==> src/rtl/round_timer_ctrl.sv <==
// round_timer_ctrl: get-ready pre-count, then a per-round BCD seconds countdown with pause, early clear, time-up and game-won handling
//   CLOCK_50, reset (async, active-high)        clock and reset
//   start_btn, pause_btn                        synchronised levels, acted on at their rising edges
//   abort, round_clear                          levels: return to IDLE / player finished the round
//   hundreds, tens, ones                        BCD timer digits
//   ready_count, round_num, state               pre-count seconds left, 1-based round, FSM encoding
//   game_active, time_up, game_won              registered status: level, one-cycle pulse, one-cycle pulse
module round_timer_ctrl #(
  parameter int TICKS_PER_SEC = 50000000,
  parameter int ROUND_SECONDS = 100,
  parameter int READY_SECONDS = 3,
  parameter int NUM_ROUNDS    = 3
) (
  input  logic       CLOCK_50,
  input  logic       reset,
  input  logic       start_btn,
  input  logic       pause_btn,
  input  logic       abort,
  input  logic       round_clear,
  output logic [3:0] hundreds,
  output logic [3:0] tens,
  output logic [3:0] ones,
  output logic [1:0] ready_count,
  output logic [1:0] round_num,
  output logic [2:0] state,
  output logic       game_active,
  output logic       time_up,
  output logic       game_won
);
  typedef enum logic [2:0] {IDLE, READY, RUNNING, PAUSED, ROUND_END, TIME_UP, WON} state_t;
  localparam int DW = $clog2(TICKS_PER_SEC);
  localparam logic [DW-1:0] DIV_MAX = DW'(TICKS_PER_SEC - 1);
  localparam logic [3:0] H0 = 4'(ROUND_SECONDS / 100);
  localparam logic [3:0] T0 = 4'((ROUND_SECONDS / 10) % 10);
  localparam logic [3:0] O0 = 4'(ROUND_SECONDS % 10);
  localparam logic [1:0] RDY0 = 2'(READY_SECONDS);
  localparam logic [1:0] LAST_ROUND = 2'(NUM_ROUNDS);
  state_t        st;
  logic [DW-1:0] div;
  logic          start_prev, pause_prev;
  logic          start_rise, pause_rise, counting, tick, at_one, go_idle;
  logic [3:0]    h_dec, t_dec, o_dec;
  assign state      = st;
  assign start_rise = start_btn & ~start_prev;
  assign pause_rise = pause_btn & ~pause_prev;
  assign counting   = (st == READY) || (st == RUNNING);
  assign tick       = counting && (div == DIV_MAX);
  assign at_one     = (hundreds == 4'd0) && (tens == 4'd0) && (ones == 4'd1);
  // start in TIME_UP/WON begins a fresh game from IDLE, same as abort
  assign go_idle    = (abort && st != IDLE) || ((st == TIME_UP || st == WON) && start_rise);
  // BCD decrement: a zero digit wraps to 9 and borrows from the next digit up
  assign o_dec = (ones == 4'd0) ? 4'd9 : ones - 4'd1;
  assign t_dec = (ones != 4'd0) ? tens : (tens == 4'd0) ? 4'd9 : tens - 4'd1;
  assign h_dec = (ones == 4'd0 && tens == 4'd0) ? hundreds - 4'd1 : hundreds;
  always_ff @(posedge CLOCK_50 or posedge reset)
    if (reset) begin
      st          <= IDLE;
      div         <= '0;
      start_prev  <= 1'b0;
      pause_prev  <= 1'b0;
      hundreds    <= H0;
      tens        <= T0;
      ones        <= O0;
      ready_count <= 2'd0;
      round_num   <= 2'd1;
      game_active <= 1'b0;
      time_up     <= 1'b0;
      game_won    <= 1'b0;
    end else begin
      start_prev <= start_btn;
      pause_prev <= pause_btn;
      time_up    <= 1'b0;
      game_won   <= 1'b0;
      // a tick wraps the divider, so READY->RUNNING enters with a cleared count
      if (counting) div <= tick ? '0 : div + DW'(1);
      if (go_idle) begin
        st          <= IDLE;
        div         <= '0;
        hundreds    <= H0;
        tens        <= T0;
        ones        <= O0;
        ready_count <= 2'd0;
        round_num   <= 2'd1;
        game_active <= 1'b0;
      end else
        case (st)
          IDLE: if (start_rise) begin
            st          <= READY;
            div         <= '0;
            ready_count <= RDY0;
            hundreds    <= H0;
            tens        <= T0;
            ones        <= O0;
          end
          READY: if (tick) begin
            ready_count <= ready_count - 2'd1;
            if (ready_count == 2'd1) begin
              st          <= RUNNING;
              game_active <= 1'b1;
            end
          end
          RUNNING:
            if (round_clear) begin
              st          <= ROUND_END;
              game_active <= 1'b0;
            end else if (tick && at_one) begin
              ones        <= 4'd0;
              st          <= TIME_UP;
              time_up     <= 1'b1;
              game_active <= 1'b0;
            end else begin
              if (tick) begin
                hundreds <= h_dec;
                tens     <= t_dec;
                ones     <= o_dec;
              end
              if (pause_rise) st <= PAUSED;
            end
          PAUSED: if (pause_rise) st <= RUNNING;
          ROUND_END:
            if (round_num == LAST_ROUND) begin
              st       <= WON;
              game_won <= 1'b1;
            end else begin
              st          <= READY;
              div         <= '0;
              round_num   <= round_num + 2'd1;
              ready_count <= RDY0;
              hundreds    <= H0;
              tens        <= T0;
              ones        <= O0;
            end
          default: ;
        endcase
    end
endmodule

==> config.mk <==
export PLATFORM = sky130hd
export DESIGN_NAME = round_timer_ctrl
export DESIGN_NICKNAME = d
export VERILOG_FILES = /design/src/rtl/round_timer_ctrl.sv
export SDC_FILE = /design/constraint.sdc
export NUM_CORES = 1
export LEC_CHECK = 0
export ABC_AREA = 0
export CAP_MARGIN = 20
export CORE_MARGIN = 4
export CORE_UTILIZATION = 30
export DETAILED_ROUTE_END_ITERATION = 12
export GPL_ROUTABILITY_DRIVEN = 0
export PLACE_DENSITY_LB_ADDON = 0.1
export RECOVER_POWER = 50
export SETUP_SLACK_MARGIN = 0.05
export SYNTH_ARGS = -nofsm -noshare
export SYNTH_HDL_FRONTEND = slang
export SYNTH_SLANG_ARGS = --single-unit
==> constraint.sdc <==
create_clock -name CLOCK_50 -period 4.7 [get_ports CLOCK_50]
set_clock_uncertainty 0.2 [all_clocks]
set_input_delay 0.94 -clock CLOCK_50 [delete_from_list [all_inputs] [get_ports CLOCK_50]]
set_output_delay 0.94 -clock CLOCK_50 [all_outputs]
set_load 0.005 [all_outputs]
**After elaboration in Yosys (flattened, before gate mapping)**

Index checks and enable logic that the tools add are counted.

- Output and inout bits: 22
- Input bits: 6
- Logic and storage cells: 134
- Flip-flop bits (word level): 50

- Reduce and logical (&&, ||, !) cells: 28
- Add/sub/neg operators: 6
- Muxes and demuxes: 60
- Bitwise logic cells: 4
- Eq/ne operators: 24

Operator list:

| operator | count |
|---|---|
| 26-bit 2-to-1 mux | 5 |
| 4-bit 2-to-1 mux | 20 |
| 26-bit one-hot mux with 2 select lines | 1 |
| 4-bit one-hot mux with 3 select lines | 3 |
| 3-bit 2-to-1 mux | 9 |
| 26-bit by 1-bit adder with 26-bit output (second input constant) | 1 |
| 26-bit == test (second input constant) | 1 |
| 3-bit != test (second input constant) | 8 |
| 3-bit one-hot mux with 5 select lines | 1 |
| 2-bit 2-to-1 mux | 7 |
| 7-bit AND reduction | 2 |
| 4-bit logical NOT | 3 |
| 1-bit 2-to-1 mux | 12 |
| 4-bit nonzero test | 3 |
| 4-bit by 1-bit subtractor with 4-bit output (second input constant) | 3 |
| 3-bit == test (second input constant) | 3 |
| 4-bit by 3-bit != test with 1-bit output (second input constant) | 2 |
| 4-bit AND reduction | 2 |
| 1-bit logical AND | 7 |
| 3-bit by 2-bit == test with 1-bit output (second input constant) | 2 |
| 3-bit by 2-bit != test with 1-bit output (second input constant) | 2 |
| 2-bit one-hot mux with 3 select lines | 1 |
| 6-bit AND reduction | 1 |
| 3-bit nonzero test | 2 |
| 17 further kinds | 21 |

**Depth between registers and ports, before layout**

Gate-level depths: netlist of run 1.

- Depth after elaboration: 8
- Mapped depth: 9
- Mapped depth without buffers: 8

**Least setup slack after synthesis of run 1**

Ideal clock, no wire load.

- Path type: flip-flop to flip-flop
- Start point: reg tens[0]
- End point: reg tens[3]
- Period minus slack after synthesis: 2,703 ps
- Stages on the path, launching flop included: 10
- Path buffers: 1
- Arrival: 2,382 ps
- Setup time: 121 ps
- Setup slack: 1,997 ps
- Required time: 4,379 ps
- Path through: dfrtp_1 > inv_1 > ha_1 > or4b_1 > nor4_1 > nand4_1 > a21boi_1 > buf_2 > nor4_1 > o22a_1

- Word-level cells in the longest chain between the ends: 8
- Elaborated cells on any way between the ends: 14
- Those cells by class: 1 x add/sub; 1 x eq/ne; 7 x mux; 5 x reduce/logical

Ends and longest elaborated chain:

| what | line | source |
|---|---|---|
| from (decl) | 21 | `output logic [3:0] tens,` |
| from (signal assigned) | 114 | `tens <= t_dec;` |
| 4-bit by 1-bit subtractor with 4-bit output / 4-bit logical NOT (equally long branches) | 53, 48 |  |
| 4-bit 2-to-1 mux (2 in series) | 53 | `assign t_dec = (ones != 4'd0) ? tens : (tens == 4'd0) ? 4'd9 : tens - 4'd1;` |
| 4-bit 2-to-1 mux | 112 | `if (tick) begin` |
| 4-bit 2-to-1 mux | 106 | `end else if (tick && at_one) begin` |
| 4-bit 2-to-1 mux | 103 | `if (round_clear) begin` |
| 4-bit one-hot mux with 3 select lines | 86 | `case (st)` |
| 4-bit 2-to-1 mux | 76 | `if (go_idle) begin` |

Several ways; a longest one is shown, not always the timed one. The select of a mux whose other input is x is not followed.
A chain may end at the register's enable or synchronous reset.

**Worst setup path after layout of run 1**

- Start point: reg tens[0]
- End point: reg hundreds[2]

- Word-level cells in the longest chain between the ends: 6
- Elaborated cells on any way between the ends: 8
- Those cells by class: 2 x eq/ne; 6 x reduce/logical

Ends and longest elaborated chain:

| what | line | source |
|---|---|---|
| 4-bit logical NOT (*) | 48, 54 |  |
| 1-bit logical AND (2 in series) | 48 | `assign at_one = (hundreds == 4'd0) && (tens == 4'd0) && (ones == 4'd1);` |
| 1-bit logical AND | 106 |  |
| 3-bit != test (no source line) | - |  |
| 7-bit AND reduction (no source line) (*) | - |  |
| to (signal assigned) | 61 | `hundreds <= H0;` |
| to (signal assigned) | 113 | `hundreds <= h_dec;` |
| to (signal assigned) | 129 | `hundreds <= H0;` |
| to (decl) | 20 | `output logic [3:0] hundreds,` |

Every way passes the cells marked *; elsewhere a longest branch is shown, timed or not.

==> summary.md, run 1 <==
| Metric | Value |
|---|---|
| Status | completed |
| DRC | 0 |
| H-tree Lvls | 2 |
| Die Y | 107 um |
| First-pass GRT wire length | 11.8 mm |
| Final period util | 73.0% |
| Leak pwr | 1.38 nW |
| CP Class | reg2reg |
| Setup crit end kind | flip-flop |
| Vias in the first global route | 2248 |
| Sequential area share after synthesis | 42.7% |
| Syn-to-layout area delta | 16.5% |
| Dpl ws | 1120 ps |
| Final Hold Violating Endpoints | 0 |
| Clock sink count | 50 |
| CP bufs+invs | 1 |
| Total power | 1.39 mW |
| Final Slew Violations | 0 |
| Buffers inserted by post-CTS timing repair | 0 |
| Pin count of the biggest net entering global routing | 34 |
| # hold bufs at CTS | 0 |
| Synth top area cells | dfrtp_1 (41%), nor2_1 (6.4%), xor2_1 (4.8%) |
| Cts bufs inserted | 5 |
| Die Footprint | 11400 um2 |
| Post-synth top flop | dfrtp_1 |
| Min cycle time layout | 3430 ps |
| Layout cells sized above 1 | 6.10% |
| Vias | 2378 |
| Worst VDD drop | 0.164 mV |
| EDFF count, synth | 0 |
| Top-area cell type share of the netlist area | 41.0% |
| Clk_lat worst skew | 310 ps |
| Worst Max-Slew Pin Slew | 1350 ps |
| GRT Overall Usage | 12.7% |
| Leading area contributor after synthesis | dfrtp_1 |
| Setup TNS | 0 ps |
| # setup viols final | 0 |
| DRT iter0 DRCs | 109 |
| Worst path cell trace | inv_1 > ha_1 > or4b_1 > nor4_1 > nand4_1 > a21boi_1 > or3_4 > o31ai_1 |
| Antenna-violating nets left | 0 |
| Clk root buf | clkbuf_8 |
| CP Launch Type | flip-flop |
| Fmax | 291 MHz |
| Critical path's largest stage delay | 750 ps |
| N_diodes | 0 |
| Final Routed Wirelength | 7.10 mm |
| Most instantiated cells after synthesis | nor2_1 (50), dfrtp_1 (48), nand2_1 (21), xor2_1 (16), o21ai_0 (14) |
| Port buffer count | 27 |
| Longest Clk Path Bufs | 2 |
| Syn Area/Cell | 9.17 um2 |
| Cell Area, Synth | 2930 um2 |
| Post-CTS Resized | 0 |
| Most numerous cell in the Yosys netlist | nor2_1 |
| Grt ovf | 0 |
| Die width | 107 um |
| CTS tree | built |
| RSZ-0062 raised after global routing | false |
| Pwr/cell area | 408 nW/um2 |
| Synth cell types | 59 |
| Worst setup margin | 1270 ps |
| Slowest-stage cell, CP | a21boi_1 |
| Num rows | 35 |
| Clk pin slew, worst setup/hold paths | 100 ps |
| Syn_nets | 335 |
| Vias per cell | 5.03 |
| WL/cell | 15.0 um |
| CP top delay family | simple AND/OR/NAND/NOR gates |
| Core Box Area | 9370 um2 |
| Post-synthesis cell count | 320 |
| YS warnings | 0 |
| Max-cap viol count | 0 |
| Final nets | 358 |
| I/O pin count | 28 |
| CP required | 4690 ps |
| Hold Path Class | reg2reg |
| DPL Wire Length | 4.94 mm |
| Yosys reg bits | 50 |
| DRT Pass-1 Iters | 5 |
| Post-synthesis async set-or-reset flop share | 100% |
| CP Max Fanout | 11 |
| FILL cells | 1003 |
| Initial core utilization | 31.3% |
| Relative slew slack | 9.96% |
| Critical path arrival | 3420 ps |
| Initial antenna violation count | 0 |
==> registers in the layout, indices dropped and copies added (netlist names), 2 cells and up <==
signal       cells
round_num        2
div             26
hundreds         4
state            3
ready_count      2
ones             4
tens             4
==> final cells by class <==
type | count | area, um2 | share of cell area [%]
multi-input cells | 244 | 1580 | 46.1
flip-flops and latches | 50 | 1250 | 36.7
repair buffers | 30 | 289 | 8.46
well taps | 129 | 161 | 4.73
clock buffers | 7 | 86.3 | 2.53
inverters | 12 | 45.0 | 1.32
clock inverters | 1 | 5.00 | 0.147
==> final timing paths <==
check	from	to	slack, ps	cells after the start
setup / recovery	tens[0]	hundreds[2]	1270	8
hold / removal	game_active	game_active	290	1
setup reg to reg	tens[0]	hundreds[2]	1270	8
hold reg to reg	game_active	game_active	290	1
max in group asynchronous	reset	div[18]	1480	3
min in group asynchronous	reset	hundreds[2]	1240	2
==> report_power, final <==
group | switching (mW) | leakage (nW) | internal (mW)
Combinational | 0.338 | 0.653 | 0.232
Sequential | 0.0799 | 0.676 | 0.474
Clock | 0.152 | 0.0482 | 0.119
Total | 0.569 | 1.38 | 0.825
==> cells by family after synthesis <==
| logic type | share of synthesized area, % |
|---|---|
| AOI/OAI and AO/OA | 12.6 |
| xor gates and xnor gates | 7.76 |
| adders and majority gates | 4.18 |
| buffers and inverters | 3.54 |
| DFF | 42.7 |
| muxes | 0.341 |
| and+or+nand+nor | 28.8 |
==> routing by layer <==
metal  vias up  track usage, %  part of all wire (%)
li1       1185               -                     -
met1      1141            19.1                    52
met2        43            18.2                    43
met3         9            2.47                   3.1
met4         0            3.47                   1.3
met5         -               0                     0
==> per-stage QoR <==
stage	area, um2	hold WS (ps)	instances	utilization [%]
after floorplan	2930	274	320	-
after global placement	3330	268	465	35.5
after detailed placement	3330	278	465	35.5
after CTS	3420	299	473	36.5
after global routing	3420	317	473	36.4
final	3420	288	473	36.4
==> cell usage in the layout, fill, tap and decap left out, types with 5 or more instances in the layout <==
cell	n
o31ai_1	7
nor3_1	10
nand2_1	21
nand3_1	12
a21oi_1	8
dfrtp_1	48
dlygate4sd3_1	10
clkdlybuf4s50_1	17
xnor2_1	10
xor2_1	16
nand3b_1	5
inv_1	12
nor2_1	50
nand4_1	11
and3_1	6
ha_1	9
clkbuf_8	6
o21ai_0	15
Note: power is estimated with default switching activity, not from simulation.
==> run 2, diff against run 1 <==
- clock period: 4.7 -> 3.5 ns (I/O delays scaled with it)
==> run 2 against run 1 <==
  * Non-clock buffer count up 9
  * Highest routed layer unchanged
  * Die area unchanged
  * Sequential power up 31%
  * Critical path type unchanged
  * Critical path depth increased by 1
  * Largest power group unchanged
  * Clock power increased by 31%
  * Global-route usage up 0.50 points
  * Critical endpoint is now tens[3]
==> summary.md, run 2 (synthesis gave the netlist of run 1 again) <==
| Metric | Value |
|---|---|
| Status | completed |
| Switch share | 40.4% (-0.39 points) |
| CP required | 3500 ps (-1190 ps) |
| Clk pin slew, worst setup/hold paths | 90 ps (about the same) |
| Final core area utilization | 37.1% (+0.69 points) |
| Relative slew slack | 15.0% (+5.0 points) |
| CP Max Fanout | 11 (unchanged) |
| Die width | 107 um (unchanged) |
| Slowest-stage cell, CP | or4b_1 |
| Syn-to-layout area delta | 18.7% |
| Initial core utilization | 31.3% (unchanged) |
| CTS tree | built |
| Final Slew Violations | 0 (unchanged) |
| Hold Path Class | reg2reg |
| Setup crit end kind | flip-flop |
| Initial antenna violation count | 0 (unchanged) |
| Clk_lat worst skew | 300 ps (about the same) |
| Cell internal pwr | 1.14 mW (+38%) |
| Reg with most FFs | div |
| H-tree Lvls | 2 (unchanged) |
| Critical path's largest stage delay | 530 ps (-220 ps) |
| Sequential fraction of design power | 37.9% (-1.8 points) |
| Leak pwr | 1.42 nW (+3.3%) |
| Worst Max-Slew Pin Slew | 1280 ps (-73.8 ps) |
| Pin count of the biggest net entering global routing | 51 (+50%) |
| Final period util | 90.0% (+17 points) |
| Most frequent cells in the layout | nor2_1 (50), dfrtp_1 (48), nand2_1 (21), clkdlybuf4s50_1 (17), xor2_1 (16) |
| Longest Clk Path Bufs | 2 (unchanged) |
| CP dominant cell by count | nor4_1 |
| Min cycle time layout | 3150 ps (-280 ps) |
| Core Box Area | 9370 um2 (unchanged) |
| Max-cap viol count | 0 (unchanged) |
| Final Hold Violating Endpoints | 0 (unchanged) |
| Worst VDD drop | 0.212 mV (+29%) |
| DPL Wire Length | 5.12 mm (+3.7%) |
| Grt ovf | 0 (unchanged) |
| Clk pwr share | 18.5% (-0.9 points) |
| RSZ-0062 raised after global routing | false |
| Reg area | 1250 um2 (unchanged) |
| DRT Pass-1 Iters | 4 (-1) |
| N_diodes | 0 (unchanged) |
| CP Launch Type | flip-flop |
| Fin cells | 482 (+1.9%) |
| Buffers inserted by post-CTS timing repair | 0 (unchanged) |
| Clk root buf | clkbuf_8 |
| Clock sink count | 50 (unchanged) |
| Setup TNS | 0 ps (unchanged) |
| Max reg flops | 26 (unchanged) |
| Die Footprint | 11400 um2 (unchanged) |
| FILL cells | 992 (-1.1%) |
| First-pass GRT wire length | 12.1 mm (+2.7%) |
| Port buffer count | 27 (unchanged) |
| Worst path cell trace | inv_1 > ha_1 > or4b_1 > nor4_1 > nand4_1 > a21boi_1 > buf_4 > nor4_1 > o22a_1 |
| I/O pin count | 28 (unchanged) |
| Dpl cell area | 3400 um2 (+2.0%) |
| Cts bufs inserted | 5 (unchanged) |
| Most common cell after layout, fill and taps aside | nor2_1 |
| # setup viols final | 0 (unchanged) |
| # hold bufs at CTS | 0 (unchanged) |
| Die Y | 107 um (unchanged) |
| WL/cell | 14.9 um (-0.43%) |
| CP Class | reg2reg |
| GRT Overall Usage | 13.2% (+0.50 points) |
| Vias in the first global route | 2362 (+5.1%) |
| Fin area | 3480 um2 (+1.9%) |
| Pwr/cell area | 549 nW/um2 (+35%) |
| Comb pwr share | 43.6% (+2.7 points) |
| Antenna-violating nets left | 0 (unchanged) |
| Hold_ws | 282 ps (-6.02 ps) |
| # placed instances | 474 (+1.9%) |
| Post-CTS Resized | 0 (unchanged) |
| Vias | 2404 (+1.1%) |
| Fmax | 317 MHz (+8.9%) |
| Net switching power | 0.774 mW (+36%) |
| Final Routed Wirelength | 7.20 mm (+1.5%) |
| Area of the multi-input gates | 1580 um2 (unchanged) |
| Final nets | 367 (+2.5%) |
| Critical path arrival | 3150 ps (-270 ps) |
| DRT iter0 DRCs | 73 (-33%) |
| Num rows | 35 (unchanged) |
| DRC | 0 (unchanged) |
| Vias per cell | 4.99 (-0.79%) |
| Layout cells sized above 1 | 8.50% (+2.4 points) |
run 2: critical path, delay by kind of cell, from the launching register on:
kind / cells / cell delay, ps
AOI/OAI and AO/OA: 2 / 470
adders and majority gates: 1 / 250
buffers and inverters: 2 / 290
DFF: 1 / 430
and+or+nand+nor: 4 / 1400
run 2: layout make-up:
type,instances,share of cell area (%)
Multi-Input combinational cell,244,45.3
Sequential cell,50,36.0
Timing Repair Buffer,39,10.2
Tap cell,129,4.64
Clock buffer,7,2.48
Inverter,12,1.29
Clock inverter,1,0.144
run 2: metal layers:
layer / wire length [um] / global-route usage (%)
met3: 197 / 2.35
met4: 83 / 3.65
met1: 3730 / 19.4
met5: 0 / 0
met2: 3190 / 19.6
run 2: through the flow:
| step | setup slack, ps | power [mW] |
|---|---|---|
| finish | 348 | 1.91 |
| global route | 114 | 2.08 |
| CTS | 330 | 1.95 |
| detailed placement | 314 | 1.58 |
| global placement | 352 | 1.57 |
| floorplan | 797 | 1.28 |
run 2: power groups by stage:
stage / sequential [mW] / combinational (mW) / clock, mW
after floorplan: 0.696 / 0.584 / 0
after global placement: 0.734 / 0.840 / 0
after detailed placement: 0.734 / 0.842 / 0
after CTS: 0.724 / 0.846 / 0.379
after global routing: 0.738 / 0.938 / 0.402
final: 0.725 / 0.834 / 0.354
run 2: worst paths after layout:
path	slack, ps	to	depth (start not counted)	start
max in group asynchronous	1290	div[22]	3	reset
worst max register to register	350	tens[3]	9	tens[0]
worst min register to register	280	game_active	1	game_active
min in group asynchronous	1050	pause_prev	3	reset
worst max-delay path	350	tens[3]	9	tens[0]
worst min-delay path	280	game_active	1	game_active
==> run 3, diff against run 2 <==
- GPL_TIMING_DRIVEN: unset -> 0
==> run 3 against run 2 <==
  * Worst hold slack better by 5.0 ps
  * Design area down 0.36%
  * Final cell count increased by 0.83%
  * Non-clock buffer count up 4
  * Die area is the same
  * Setup slack worse by 42 ps
  * Sequential share of layout area grew 0.13 points
  * Via count rose by 2.5%
  * Sequential power shrank 4.7%
  * Register-to-register slack lost 30 ps
  * Flip-flop and latch count unchanged
==> summary.md, run 3 (synthesis gave the netlist of run 1 again) <==
| Metric | Value |
|---|---|
| Status | completed |
| Die Y | 107 um (unchanged) |
| WL/cell | 14.9 um (-0.11%) |
| Routed length on met2 | 3.14 mm (-1.6%) |
| Port buffer count | 27 (unchanged) |
| CTS tree | built |
| CP required | 3480 ps (-20 ps) |
| Initial antenna violation count | 0 (unchanged) |
| Die Footprint | 11400 um2 (unchanged) |
| Core Box Area | 9370 um2 (unchanged) |
| R2R depth | 9 (unchanged) |
| CP Max Fanout | 10 (-1) |
| Vias in the first global route | 2346 (-0.68%) |
| CP Launch Type | primary input |
| Critical path's largest stage delay | 550 ps (+20 ps) |
| Final Routed Wirelength | 7.26 mm (+0.72%) |
| Longest Clk Path Bufs | 2 (unchanged) |
| Most common cell after layout, fill and taps aside | nor2_1 |
| Final Slew Violations | 0 (unchanged) |
| DPL Wire Length | 5.27 mm (+3.0%) |
| Worst hold path cell count | 1 (unchanged) |
| Num rows | 35 (unchanged) |
| I/O pin count | 28 (unchanged) |
| CP top delay family | buffers and inverters |
| Final Hold Violating Endpoints | 0 (unchanged) |
| DRC | 0 (unchanged) |
| Setup crit end kind | flip-flop |
| Fmax | 313 MHz (-1.3%) |
| # placed instances | 478 (+0.84%) |
| Final period util | 91.2% (+1.2 points) |
| DRT Pass-1 Iters | 4 (unchanged) |
| Die width | 107 um (unchanged) |
| H-tree Lvls | 2 (unchanged) |
| Total power | 1.89 mW (-1.1%) |
| Syn-to-layout area delta | 18.3% |
| Routed wl met3 | 154 um (-22%) |
| Layout cells sized above 1 | 7.28% (-1.2 points) |
| Initial core utilization | 31.3% (unchanged) |
| Grt ovf | 0 (unchanged) |
| Critical path arrival | 3170 ps (+20 ps) |
| Slowest-stage cell, CP | a21boi_0 |
| Reg with most FFs | div |
| Top layer in use | met4 |
| Relative slew slack | 44.9% (+30 points) |
| Post-CTS Resized | 0 (unchanged) |
| GRT Overall Usage | 12.9% (-0.23 points) |
| Leak pwr | 1.41 nW (-0.64%) |
| Clk pin slew, worst setup/hold paths | 90 ps (about the same) |
| First-pass GRT wire length | 12.1 mm (+0.17%) |
| Clk root buf | clkbuf_8 |
| Pwr/cell area | 545 nW/um2 (-0.75%) |
| Vias per cell | 5.07 (+1.6%) |
| CP dominant cell by count | nor2_1 |
| DRT iter0 DRCs | 89 (+22%) |
| Antenna-violating nets left | 0 (unchanged) |
| Worst path cell trace | clkdlybuf4s50_1 > nand2b_1 > o2bb2ai_1 > nor2_1 > a21boi_0 > or2_1 > clkbuf_1 > buf_2 > nor2_1 |
| N_diodes | 0 (unchanged) |
| Cts bufs inserted | 5 (unchanged) |
| Levels on crit path | 9 (unchanged) |
| Buffers inserted by post-CTS timing repair | 0 (unchanged) |
| CP bufs+invs | 3 (+1) |
| RSZ-0062 raised after global routing | false |
| Max-cap viol count | 0 (unchanged) |
| FILL cells | 1002 (+1.0%) |
| Dpl ws | -4.39 ps (-318 ps) |
| Min cycle time layout | 3190 ps (+41.7 ps) |
| Pin count of the biggest net entering global routing | 34 (-33%) |
| DRT met1 WL | 3.91 mm (+4.9%) |
| Worst VDD drop | 0.194 mV (-8.5%) |
| Hold Path Class | reg2reg |
| Most frequent cells in the layout | nor2_1 (50), dfrtp_1 (48), nand2_1 (21), xor2_1 (16), clkdlybuf4s50_1 (16) |
| # hold bufs at CTS | 0 (unchanged) |
| Max reg flops | 26 (unchanged) |
| Final nets | 371 (+1.1%) |
| Fin cells | 486 (+0.83%) |
| Clock sink count | 50 (unchanged) |
| Worst setup margin | 307 ps (-41.7 ps) |
| Worst Max-Slew Pin Slew | 827 ps (-448 ps) |
| Vias | 2463 (+2.5%) |
| Final core area utilization | 37.0% (-0.13 points) |
| CP Class | in2reg |
| Clk_lat worst skew | 300 ps (about the same) |
| # setup viols final | 0 (unchanged) |
-- run 3: cell types whose count changed in the layout (fill, tap and decap cells not counted) --
cell | before | now
buf_4 | 10 | 1
clkbuf_1 | 2 | 10
buf_2 | 0 | 5
clkdlybuf4s50_1 | 17 | 16
clkinv_1 | 1 | 0
dlygate4sd3_1 | 10 | 11
inv_1 | 11 | 12
o21ai_0 | 15 | 14
o21ai_1 | 0 | 1
-- run 3: worst reg2reg max path, cell delays in order, from the launching register on --
cell and delay (ps):
dfrtp_1 420, inv_1 80, ha_1 240, or4b_1 520
nor4_1 380, nand4_1 380, a21boi_1 320, buf_2 250
nor4_1 80, o22a_1 200
-- run 3: per-stage QoR --
| stage | instance area [um2] | hold WS (ps) | TNS (ps) |
|---|---|---|---|
| final | 3470 | 287 | 0 |
| after global routing | 3470 | 322 | 0 |
| after CTS | 3480 | 302 | 0 |
| after detailed placement | 3390 | 274 | -4.39 |
| after global placement | 3360 | 268 | 0 |
| after floorplan | 2930 | 274 | 0 |
-- run 3: final timing paths --
path | slack [ps] | from | end
max | 310 | start_btn | div[16]
min | 290 | game_active | game_active
max reg2reg | 320 | tens[0] | tens[3]
min reg2reg | 290 | game_active | game_active
max in group asynchronous | 1080 | reset | div[3]
min in group asynchronous | 750 | reset | hundreds[2]
-- run 3: metal layers --
layer	up-vias	track usage, %
li1	1222	-
met1	1204	19.5
met2	32	19.3
met3	5	2.35
met4	0	2.47
met5	-	0
-- run 3: area by class of cell --
| cell class | count | area [um2] | share of cell area (%) |
|---|---|---|---|
| inverters | 12 | 45.0 | 1.30 |
| multi-input cells | 244 | 1580 | 45.4 |
| flip-flops and latches | 50 | 1250 | 36.1 |
| repair buffers | 29 | 283 | 8.15 |
| well taps | 129 | 161 | 4.65 |
| plain buffers | 14 | 58.8 | 1.70 |
| clock buffers | 7 | 86.3 | 2.49 |
| clock inverters | 1 | 5.00 | 0.144 |
-- run 3: power by group --
part | internal, mW | switching, mW | total [mW]
combinational | 0.330 | 0.521 | 0.852
sequential | 0.637 | 0.0534 | 0.691
clock | 0.160 | 0.189 | 0.349
total | 1.13 | 0.764 | 1.89
